<file path="src/rtl/mcu_pkg.sv">
// Shared encodings for the multi-cycle MIPS32 control unit: opcodes, FSM states,
// mux selects and the per-state Moore control word.
package mcu_pkg;

    localparam logic [5:0] OP_RTYPE = 6'h00;
    localparam logic [5:0] OP_J     = 6'h02;
    localparam logic [5:0] OP_BEQ   = 6'h04;
    localparam logic [5:0] OP_BNE   = 6'h05;
    localparam logic [5:0] OP_ADDI  = 6'h08;
    localparam logic [5:0] OP_LW    = 6'h23;
    localparam logic [5:0] OP_SW    = 6'h2B;

    localparam logic [1:0] ALUOP_ADD   = 2'b00;
    localparam logic [1:0] ALUOP_SUB   = 2'b01;
    localparam logic [1:0] ALUOP_FUNCT = 2'b10;

    localparam logic [1:0] ALUB_REG   = 2'b00;
    localparam logic [1:0] ALUB_FOUR  = 2'b01;
    localparam logic [1:0] ALUB_IMM   = 2'b10;
    localparam logic [1:0] ALUB_IMMSH = 2'b11;

    localparam logic [1:0] PCSRC_ALU    = 2'b00;
    localparam logic [1:0] PCSRC_ALUOUT = 2'b01;
    localparam logic [1:0] PCSRC_JUMP   = 2'b10;

    typedef enum logic [3:0] {
        IDLE     = 4'd0,
        FETCH    = 4'd1,
        DECODE   = 4'd2,
        MEMADR   = 4'd3,
        MEMRD    = 4'd4,
        MEMWB    = 4'd5,
        MEMWR    = 4'd6,
        RTYPE_EX = 4'd7,
        RTYPE_WB = 4'd8,
        BRANCH   = 4'd9,
        ADDI_EX  = 4'd10,
        ADDI_WB  = 4'd11,
        JUMP     = 4'd12
    } state_t;

    typedef struct packed {
        logic       pc_write;
        logic       pc_write_cond;
        logic [1:0] pc_source;
        logic       i_or_d;
        logic       mem_read;
        logic       mem_write;
        logic       mem_to_reg;
        logic       reg_dst;
        logic       reg_write;
        logic       alu_src_a;
        logic [1:0] alu_src_b;
        logic [1:0] alu_op;
        logic       instr_done;
    } ctrl_t;

    // Pure state-decoded controls; the mem_ready-qualified strobes are added in the top.
    function automatic ctrl_t moore_ctrl(input state_t s);
        ctrl_t c;
        c = '0;
        case (s)
            FETCH: begin
                c.mem_read  = 1'b1;
                c.alu_src_b = ALUB_FOUR;
                c.alu_op    = ALUOP_ADD;
                c.pc_source = PCSRC_ALU;
            end
            DECODE: begin
                c.alu_src_b = ALUB_IMMSH;
                c.alu_op    = ALUOP_ADD;
            end
            MEMADR, ADDI_EX: begin
                c.alu_src_a = 1'b1;
                c.alu_src_b = ALUB_IMM;
                c.alu_op    = ALUOP_ADD;
            end
            MEMRD: begin
                c.mem_read = 1'b1;
                c.i_or_d   = 1'b1;
            end
            MEMWB: begin
                c.reg_write  = 1'b1;
                c.mem_to_reg = 1'b1;
                c.instr_done = 1'b1;
            end
            MEMWR: begin
                c.mem_write = 1'b1;
                c.i_or_d    = 1'b1;
            end
            RTYPE_EX: begin
                c.alu_src_a = 1'b1;
                c.alu_src_b = ALUB_REG;
                c.alu_op    = ALUOP_FUNCT;
            end
            RTYPE_WB: begin
                c.reg_write  = 1'b1;
                c.reg_dst    = 1'b1;
                c.instr_done = 1'b1;
            end
            BRANCH: begin
                c.alu_src_a     = 1'b1;
                c.alu_src_b     = ALUB_REG;
                c.alu_op        = ALUOP_SUB;
                c.pc_write_cond = 1'b1;
                c.pc_source     = PCSRC_ALUOUT;
                c.instr_done    = 1'b1;
            end
            ADDI_WB: begin
                c.reg_write  = 1'b1;
                c.instr_done = 1'b1;
            end
            JUMP: begin
                c.pc_write   = 1'b1;
                c.pc_source  = PCSRC_JUMP;
                c.instr_done = 1'b1;
            end
            default: c = '0;
        endcase
        return c;
    endfunction

endpackage

</file>
<file path="src/rtl/mcu_wait_timer.sv">
// Saturating memory-wait counter; expired flags the last permitted wait cycle.
module mcu_wait_timer #(
    parameter int TIMEOUT = 16
) (
    input  logic clk,
    input  logic rst_n,
    input  logic count_en,
    input  logic clear,
    output logic expired
);

    localparam int CNT_W = (TIMEOUT > 0) ? $clog2(TIMEOUT + 1) : 1;
    localparam logic [CNT_W-1:0] LIMIT = CNT_W'((TIMEOUT > 0) ? TIMEOUT - 1 : 0);

    logic [CNT_W-1:0] cnt;

    // NOTE: sequential state is written with <= only, so every flop samples pre-edge values.
    always_ff @(posedge clk or negedge rst_n) begin
        if (!rst_n) begin
            cnt <= '0;
        end else if (clear) begin
            cnt <= '0;
        end else if (count_en && (cnt != '1)) begin
            cnt <= cnt + 1'b1;
        end
    end

    assign expired = (TIMEOUT > 0) && (cnt == LIMIT);

endmodule

</file>
<file path="src/rtl/multicycle_control_unit.sv">
// Multi-cycle MIPS32 control FSM with a ready/timeout handshake to shared memory.
module multicycle_control_unit
    import mcu_pkg::*;
#(
    parameter int OPC_W   = 6,
    parameter int TIMEOUT = 16,
    parameter int STATE_W = 4
) (
    input  logic               clk,
    input  logic               rst_n,
    input  logic [OPC_W-1:0]   opcode,
    input  logic               mem_ready,
    output logic               pc_write,
    output logic               pc_write_cond,
    output logic               branch_ne,
    output logic [1:0]         pc_source,
    output logic               i_or_d,
    output logic               mem_read,
    output logic               mem_write,
    output logic               ir_write,
    output logic               mem_to_reg,
    output logic               reg_dst,
    output logic               reg_write,
    output logic               alu_src_a,
    output logic [1:0]         alu_src_b,
    output logic [1:0]         alu_op,
    output logic               instr_done,
    output logic               illegal_op,
    output logic               mem_timeout,
    output logic [STATE_W-1:0] state
);

    state_t cur;
    state_t nxt;
    ctrl_t  ctrl_q;
    logic   branch_ne_q;

    logic waiting, expired, timeout_hit, fetch_ready;
    logic is_lw, is_sw, is_rtype, is_beq, is_bne, is_addi, is_j, is_known;

    assign is_lw    = (opcode == OPC_W'(OP_LW));
    assign is_sw    = (opcode == OPC_W'(OP_SW));
    assign is_rtype = (opcode == OPC_W'(OP_RTYPE));
    assign is_beq   = (opcode == OPC_W'(OP_BEQ));
    assign is_bne   = (opcode == OPC_W'(OP_BNE));
    assign is_addi  = (opcode == OPC_W'(OP_ADDI));
    assign is_j     = (opcode == OPC_W'(OP_J));
    assign is_known = is_lw | is_sw | is_rtype | is_beq | is_bne | is_addi | is_j;

    assign waiting     = (cur == FETCH) || (cur == MEMRD) || (cur == MEMWR);
    assign timeout_hit = waiting && !mem_ready && expired;
    assign fetch_ready = (cur == FETCH) && mem_ready;

    // NOTE: nxt gets a default before the case so no path leaves it unassigned (no latch).
    always_comb begin
        nxt = cur;
        case (cur)
            IDLE:     nxt = FETCH;
            FETCH:    nxt = mem_ready ? DECODE : FETCH;
            DECODE: begin
                if (is_lw || is_sw)          nxt = MEMADR;
                else if (is_rtype)           nxt = RTYPE_EX;
                else if (is_beq || is_bne)   nxt = BRANCH;
                else if (is_addi)            nxt = ADDI_EX;
                else if (is_j)               nxt = JUMP;
                else                         nxt = FETCH;
            end
            MEMADR:   nxt = is_lw ? MEMRD : MEMWR;
            MEMRD:    nxt = mem_ready ? MEMWB : (timeout_hit ? FETCH : MEMRD);
            MEMWR:    nxt = (mem_ready || timeout_hit) ? FETCH : MEMWR;
            RTYPE_EX: nxt = RTYPE_WB;
            ADDI_EX:  nxt = ADDI_WB;
            MEMWB, RTYPE_WB, BRANCH, ADDI_WB, JUMP: nxt = FETCH;
            default:  nxt = IDLE;
        endcase
    end

    // Moore controls are registered from the next state so they line up with cur.
    // NOTE: output flops reset with the state register, so every output drops the moment rst_n falls.
    always_ff @(posedge clk or negedge rst_n) begin
        if (!rst_n) begin
            cur         <= IDLE;
            ctrl_q      <= '0;
            branch_ne_q <= 1'b0;
        end else begin
            cur         <= nxt;
            ctrl_q      <= moore_ctrl(nxt);
            branch_ne_q <= (nxt == BRANCH) && is_bne;
        end
    end

    mcu_wait_timer #(.TIMEOUT(TIMEOUT)) u_wait_timer (
        .clk      (clk),
        .rst_n    (rst_n),
        .count_en (waiting && !mem_ready),
        .clear    ((nxt != cur) || mem_ready || timeout_hit),
        .expired  (expired)
    );

    assign pc_write      = ctrl_q.pc_write | fetch_ready;
    assign ir_write      = fetch_ready;
    assign pc_write_cond = ctrl_q.pc_write_cond;
    assign branch_ne     = branch_ne_q;
    assign pc_source     = ctrl_q.pc_source;
    assign i_or_d        = ctrl_q.i_or_d;
    assign mem_read      = ctrl_q.mem_read;
    assign mem_write     = ctrl_q.mem_write;
    assign mem_to_reg    = ctrl_q.mem_to_reg;
    assign reg_dst       = ctrl_q.reg_dst;
    assign reg_write     = ctrl_q.reg_write;
    assign alu_src_a     = ctrl_q.alu_src_a;
    assign alu_src_b     = ctrl_q.alu_src_b;
    assign alu_op        = ctrl_q.alu_op;
    assign instr_done    = ctrl_q.instr_done | ((cur == MEMWR) && mem_ready);
    assign illegal_op    = (cur == DECODE) && !is_known;
    assign mem_timeout   = timeout_hit;
    assign state         = STATE_W'(cur);

endmodule

</file>
<file path="config.mk">
export PLATFORM = sky130hd
export DESIGN_NAME = multicycle_control_unit
export DESIGN_NICKNAME = d
export VERILOG_FILES = /design/src/rtl/mcu_pkg.sv /design/src/rtl/mcu_wait_timer.sv /design/src/rtl/multicycle_control_unit.sv
export SDC_FILE = /design/constraint.sdc
export NUM_CORES = 1
export LEC_CHECK = 0
export CAP_MARGIN = 20
export CORE_ASPECT_RATIO = 0.75
export CORE_UTILIZATION = 50
export CTS_BUF_LIST = sky130_fd_sc_hd__clkbuf_8
export CTS_CLUSTER_DIAMETER = 100
export DETAILED_ROUTE_END_ITERATION = 8
export HOLD_SLACK_MARGIN = 0.15
export MAX_ROUTING_LAYER = met4
export PLACE_DENSITY = 0.8
export SLEW_MARGIN = 20
export SYNTH_ARGS = -nofsm -noshare
export SYNTH_HDL_FRONTEND = slang
export SYNTH_HIERARCHICAL = 1
export SYNTH_SLANG_ARGS = --single-unit
</file>
<file path="constraint.sdc">
create_clock -name clk -period 5.7 [get_ports clk]
set_input_delay 1.14 -clock clk [delete_from_list [all_inputs] [get_ports clk]]
set_output_delay 1.14 -clock clk [all_outputs]
set_load 0.02 [all_outputs]
</file>
==> impl_metrics.toml, run 1 <==
[run_status]
status = "finished clean"

[pwr]
ir_worst_vdd_mv = 0.2021
finalPower_uw = 833.9
leakage_nw = 0.7599
powerDensity_nw_per_um2 = 470.0

[clock_tree]
postCtsHoldBufs = 0
ctsRootBufferMaster = "clkbuf_8"
cts_resized = 0
clk_pin_slew_worst_paths_ps = 80
cts_tree = "done"
clk_path_buf_depth = 2
cts.sinks = 25
cts_made_buffers = 3
h-tree-depth = 1
post_cts_buffers = 0
worstSkewPairLatency_ps = 270

[cells_and_area]
areaGrowthSynthToFinish_pct = 22.45
diodes = 0
largest_register_ff_count = 5
nNetsFinal = 187
largest-register = "u_wait_timer/cnt"
drive_gt1_frac = 0.09770

[placement]
dpl.hpwl_mm = 2.215
gp_congestion = 0.9144
port_buffers = 32

[synth]
ys_seq_area_frac = 0.4318
synthArstFlopShare = 1.000
syn-instance-count = 150
ys_warn_count = 6
synth_edf_count = 0
synth_area_per_cell_um2 = 9.659
synth_cell_types = 49
synth_fp_nets = 162
netlist_area_um2 = 1449
yosys_register_bits = 25
synthFlopType = "dfrtp_1"

[global_routing]
grt.overflow.total = 0
grt_pass1_wl_mm = 4.919
grt_use_total = 0.2114
grt_pass1_vias = 1056
grt_max_degree = 26
antenna_found_initial = 0

[floorplanning]
std_cell_rows = 16
core_um2 = 2683
chipHeight_um = 48.62
start_util = 0.5401
pin_count = 33
dieArea_um2 = 3119
fp.dieW_um = 64.16

[worst_setup_path]
end_kind = "output pin"
critPathKind = "input pin to output pin"
worstPathMaxFanout = 9
cp_data_arrival_time_ps = 3040
start_kind = "input pin"
critical_path_required_ps = 4560

[routing]
antenna_left = 0
drt-total-wl_mm = 2.922
drtPass1Iterations = 4
wl_per_cell_um = 13.91
drt_iter0_markers = 63
dr_total_vias = 1160
route.detailed.drc = 0
vias_per_cell = 5.524

[worst_hold_path]
holdCritPathClass = "register to register"

[timing]
skew_ps = 6.406
setup_viol = 0
timing.final.crit_share = 0.7326
rsz0062_at_grt = "false"
slew_viol_final = 0
fmax_mhz = 239.5
tightest_slew_ps = 565.4
maxSlewHeadroom = 0.6213
tns_ps = 0
min_period_ps = 4176
report.final.hold_viol_count = 0

[run]
maxCapViolCount = 0
==> final cells by class <==
type | count | area, um^2
sequential | 25 | 625.6
multi-input combinational | 105 | 709.4
tap | 36 | 45.04
inverter | 8 | 30.03
fill | 225 | 908.4
clock inverter | 1 | 7.507
clock buffer | 3 | 41.29
timing repair buffer | 32 | 315.3
==> report_power, final <==
part	switching (mW)	total, mW	internal (mW)	leakage [nW]
Clock	0.0577	0.107	0.0496	0.0217
Sequential	0.0507	0.272	0.221	0.336
Combinational	0.254	0.455	0.201	0.402
==> layout by cell type, fill, tap and decap left out, types with 2 or more instances in the layout <==
| cell type | Yosys | routed |
|---|---|---|
| o21ai_1 | 4 | 4 |
| o211ai_1 | 2 | 2 |
| nor2_1 | 22 | 22 |
| o21ai_0 | 3 | 3 |
| clkdlybuf4s50_1 | 0 | 31 |
| nor3_1 | 6 | 6 |
| inv_1 | 5 | 5 |
| inv_2 | 3 | 3 |
| a31oi_1 | 2 | 2 |
| nand4_1 | 2 | 2 |
| and2_1 | 2 | 2 |
| dfrtp_1 | 25 | 25 |
| nor4b_1 | 2 | 2 |
| nand3b_1 | 2 | 2 |
| nand2_1 | 6 | 6 |
| nor2b_1 | 7 | 7 |
| o31ai_1 | 2 | 2 |
| ha_1 | 3 | 3 |
| o21ai_2 | 2 | 2 |
| a21oi_1 | 4 | 4 |
| and3_1 | 3 | 3 |
| xnor2_1 | 6 | 6 |
| clkbuf_8 | 0 | 3 |
==> worst paths after layout <==
kind	cells after the start	end	slack, ps	start
max reg2reg	12	u_wait_timer/cnt[3]	2730	u_wait_timer/cnt[0]
max in group asynchronous	1	state[1]	4500	rst_n
min reg2reg	2	u_wait_timer/cnt[2]	570	u_wait_timer/cnt[2]
max	5	illegal_op	1520	opcode[1]
min in group asynchronous	1	pc_write_cond	830	rst_n
min	2	u_wait_timer/cnt[2]	570	u_wait_timer/cnt[2]
==> layer usage <==
layer  vias to the layer above  part of all wire  GRT usage
met2                        31              0.49     0.3369
met4                         0            0.0062    0.05185
li1                        565                 -          -
met1                       562              0.45     0.2787
met3                         2             0.053    0.04245
met5                         -                 0          -
==> through the flow <==
| stage | area [um^2] | setup WS [ps] | utilization | std cells | hold WS, ps |
|---|---|---|---|---|---|
| 2_1_floorplan | 1449 | 2531 | - | 150 | 512.9 |
| 3_3_place_gp | 1730 | 1584 | 0.6451 | 206 | 539.4 |
| 3_5_place_dp | 1730 | 1537 | 0.6451 | 206 | 556.0 |
| 4_1_cts | 1779 | 1534 | 0.6632 | 210 | 576.5 |
| 5_1_grt | 1774 | 1438 | 0.6614 | 210 | 639.4 |
| 6_report | 1774 | 1524 | 0.6614 | 210 | 573.2 |
==> worst max-delay path, stage by stage <==
cell and delay [ps]:
clkdlybuf4s50_1 560, nor4b_1 220, o31a_1 310, and3b_1 210, clkdlybuf4s50_1 590
==> cell families after synthesis <==
family          Yosys count  share of synthesized area
flops                    25                     0.4318
simple gates             64                     0.2539
compound gates           29                     0.1529
fa+ha+maj                 3                    0.02591
mux                       2                    0.01468
buf+inv                  20                    0.07858
xor+xnor                  7                    0.04232
==> cell usage after synthesis, types with 2 or more instances <==
cell type  number  share of area
nand4_1         2         0.0086
a21oi_1         4          0.014
nor2_1         22          0.057
inv_2           3         0.0078
inv_1           5          0.013
ha_1            3          0.026
xnor2_1         6          0.036
nand2_1         6          0.016
o31ai_1         2          0.010
nor4b_1         2          0.012
a31oi_1         2         0.0086
o21ai_0         3          0.010
o21ai_1         4          0.014
and3_1          3          0.013
buf_2           4          0.014
nand3b_1        2          0.010
o21ai_2         2          0.012
nor3_1          6          0.021
dfrtp_1        25           0.43
buf_4           7          0.036
o211ai_1        2          0.010
nor2b_1         7          0.030
and2_1          2         0.0086
Power figures use the tool's default switching activity.
==> run 2, diff against run 1 <==
- CORE_UTILIZATION: 50 -> 47
- PLACE_DENSITY: 0.8 -> 0.79
- clock period: 5.7 -> 3.65 ns (I/O delays scaled with it)
==> run 2 against run 1 <==
  * Sequential power rose by 55%
  * Final cell count up 0.95%
  * Routed wire length shrank 1.8%
  * Flip-flop and latch count unchanged
  * Worst setup slack worse by 1200 ps
  * Via count decreased by 0.60%
  * Clock-buffer cell count did not move
  * Clock power grew 50%
  * Critical path type unchanged
  * Critical endpoint unchanged
  * Clock skew rose by 0.96 ps
  * Global-route usage fell by 0.78 points
==> impl_metrics.toml, run 2 (synthesized netlist as in run 1, its figures left out) <==
[run_status]
status = "finished clean"

[worst_setup_path]
cpMaxStageDelayCell = "clkdlybuf4s50_1"
rrSetupSlack_ps = 690
r2r_end = "u_wait_timer/cnt[3]"
cp_cell_sequence = "clkdlybuf4s50_1, nor4b_1, o31a_1, and3b_1, clkdlybuf4s50_1"
critPathKind = "input pin to output pin"
critical_path_required_ps = 2920
cp_top_family = "buffers and inverters"
end_kind = "output pin"
reg2reg_depth = 12
critPathBufInv = 2
cp_common_cell = "clkdlybuf4s50_1"
crit-reg2reg-launch = "u_wait_timer/cnt[0]"
start_kind = "input pin"
cpPeakStageDelay_ps = 590
worstPathMaxFanout = 9
cp_data_arrival_time_ps = 2630

[clock_tree]
clk_path_buf_depth = 2
cts.sinks = 25
ctsRootBufferMaster = "clkbuf_8"
clk_pin_slew_worst_paths_ps = 90
h-tree-depth = 1
cts_tree = "done"
postCtsHoldBufs = 0
worstSkewPairLatency_ps = 270
cts_made_buffers = 3
cts_resized = 0
post_cts_buffers = 0

[floorplanning]
pin_count = 33
core_um2 = 2935
dieArea_um2 = 3311
fp.dieW_um = 66.11
start_util = 0.4936
std_cell_rows = 17
chipHeight_um = 50.09

[timing]
skew_ps = 7.367
rsz0062_at_grt = "false"
slew_viol_final = 0
maxSlewHeadroom = 0.6098
timing.final.crit_share = 0.9209
tns_ps = 0
setup_viol = 0
fin_ws_ps = 288.5
report.final.hold_viol_count = 0
fmax_mhz = 297.5
min_period_ps = 3361
tightest_slew_ps = 582.6

[placement]
port_buffers = 32
dpl.hpwl_mm = 2.197
preCtsSetupSlack_ps = 309.0
gp_congestion = 0.8163

[routing]
vias_per_cell = 5.439
drtPass1Iterations = 4
drt_iter0_markers = 30
drt-total-wl_mm = 2.870
route.detailed.drc = 0
dr_total_vias = 1153
wl_per_cell_um = 13.54
antenna_left = 0

[pwr]
ir_worst_vdd_mv = 0.3763
leakage_nw = 0.7599
powerDensity_nw_per_um2 = 728.2

[cells_and_area]
areaGrowthSynthToFinish_pct = 22.62
final_common_cell = "clkdlybuf4s50_1"
largest-register = "u_wait_timer/cnt"
diodes = 0
utilization = 0.6053
largest_register_ff_count = 5
nNetsFinal = 187
drive_gt1_frac = 0.09770
final_cell_mix = "clkdlybuf4s50_1 (31), dfrtp_1 (25), nor2_1 (22)"

[worst_hold_path]
holdCritPathClass = "input pin to asynchronous set/reset pin"

[global_routing]
grt_use_total = 0.2036
grt_pass1_wl_mm = 4.947
grt.overflow.total = 0
grt_pass1_vias = 1126
antenna_found_initial = 0
grt_max_degree = 26

[run]
maxCapViolCount = 0
==> run 2: cell counts in the layout (fill, tap and decap cells not counted) <==
Identical to the previous run, type by type.
==> run 2: how the worst max path moves through the flow <==
| stage | start | endpoint | slack, ps | cells after the start |
|---|---|---|---|---|
| after floorplan | u_wait_timer/cnt[0] | u_wait_timer/cnt[3] | 1050 | 12 |
| after global placement | opcode[1] | illegal_op | 360 | 5 |
| after detailed placement | opcode[1] | illegal_op | 310 | 5 |
| after CTS | opcode[1] | illegal_op | 310 | 5 |
| after global routing | opcode[1] | illegal_op | 190 | 5 |
| final | opcode[1] | illegal_op | 290 | 5 |
==> run 2: layer usage <==
metal	track usage	share of wire
met5	-	0
met4	0.06028	0.016
met3	0.04861	0.045
met2	0.3384	0.51
met1	0.2449	0.43
==> run 2: cell type report <==
| type | instances | area, um^2 |
|---|---|---|
| clock buffer | 3 | 41.29 |
| sequential | 25 | 625.6 |
| multi-input combinational | 105 | 709.4 |
| inverter | 8 | 30.03 |
| clock inverter | 1 | 7.507 |
| fill | 250 | 1159 |
| tap | 38 | 47.55 |
| timing repair buffer | 32 | 315.3 |
==> run 2: where the power goes <==
group | switching [mW] | internal, mW
logic | 0.398 | 0.314
registers | 0.0764 | 0.345
clock network | 0.0835 | 0.0772
==> run 2: through the flow <==
| stage | power (mW) | instances | hold WS (ps) | cell area, um^2 |
|---|---|---|---|---|
| floorplan | 0.9273 | 150 | 434.4 | 1449 |
| global placement | 1.118 | 208 | 537.1 | 1733 |
| detailed placement | 1.134 | 208 | 557.8 | 1733 |
| CTS | 1.300 | 212 | 576.3 | 1782 |
| global route | 1.388 | 212 | 458.8 | 1777 |
| finish | 1.294 | 212 | 422.1 | 1777 |
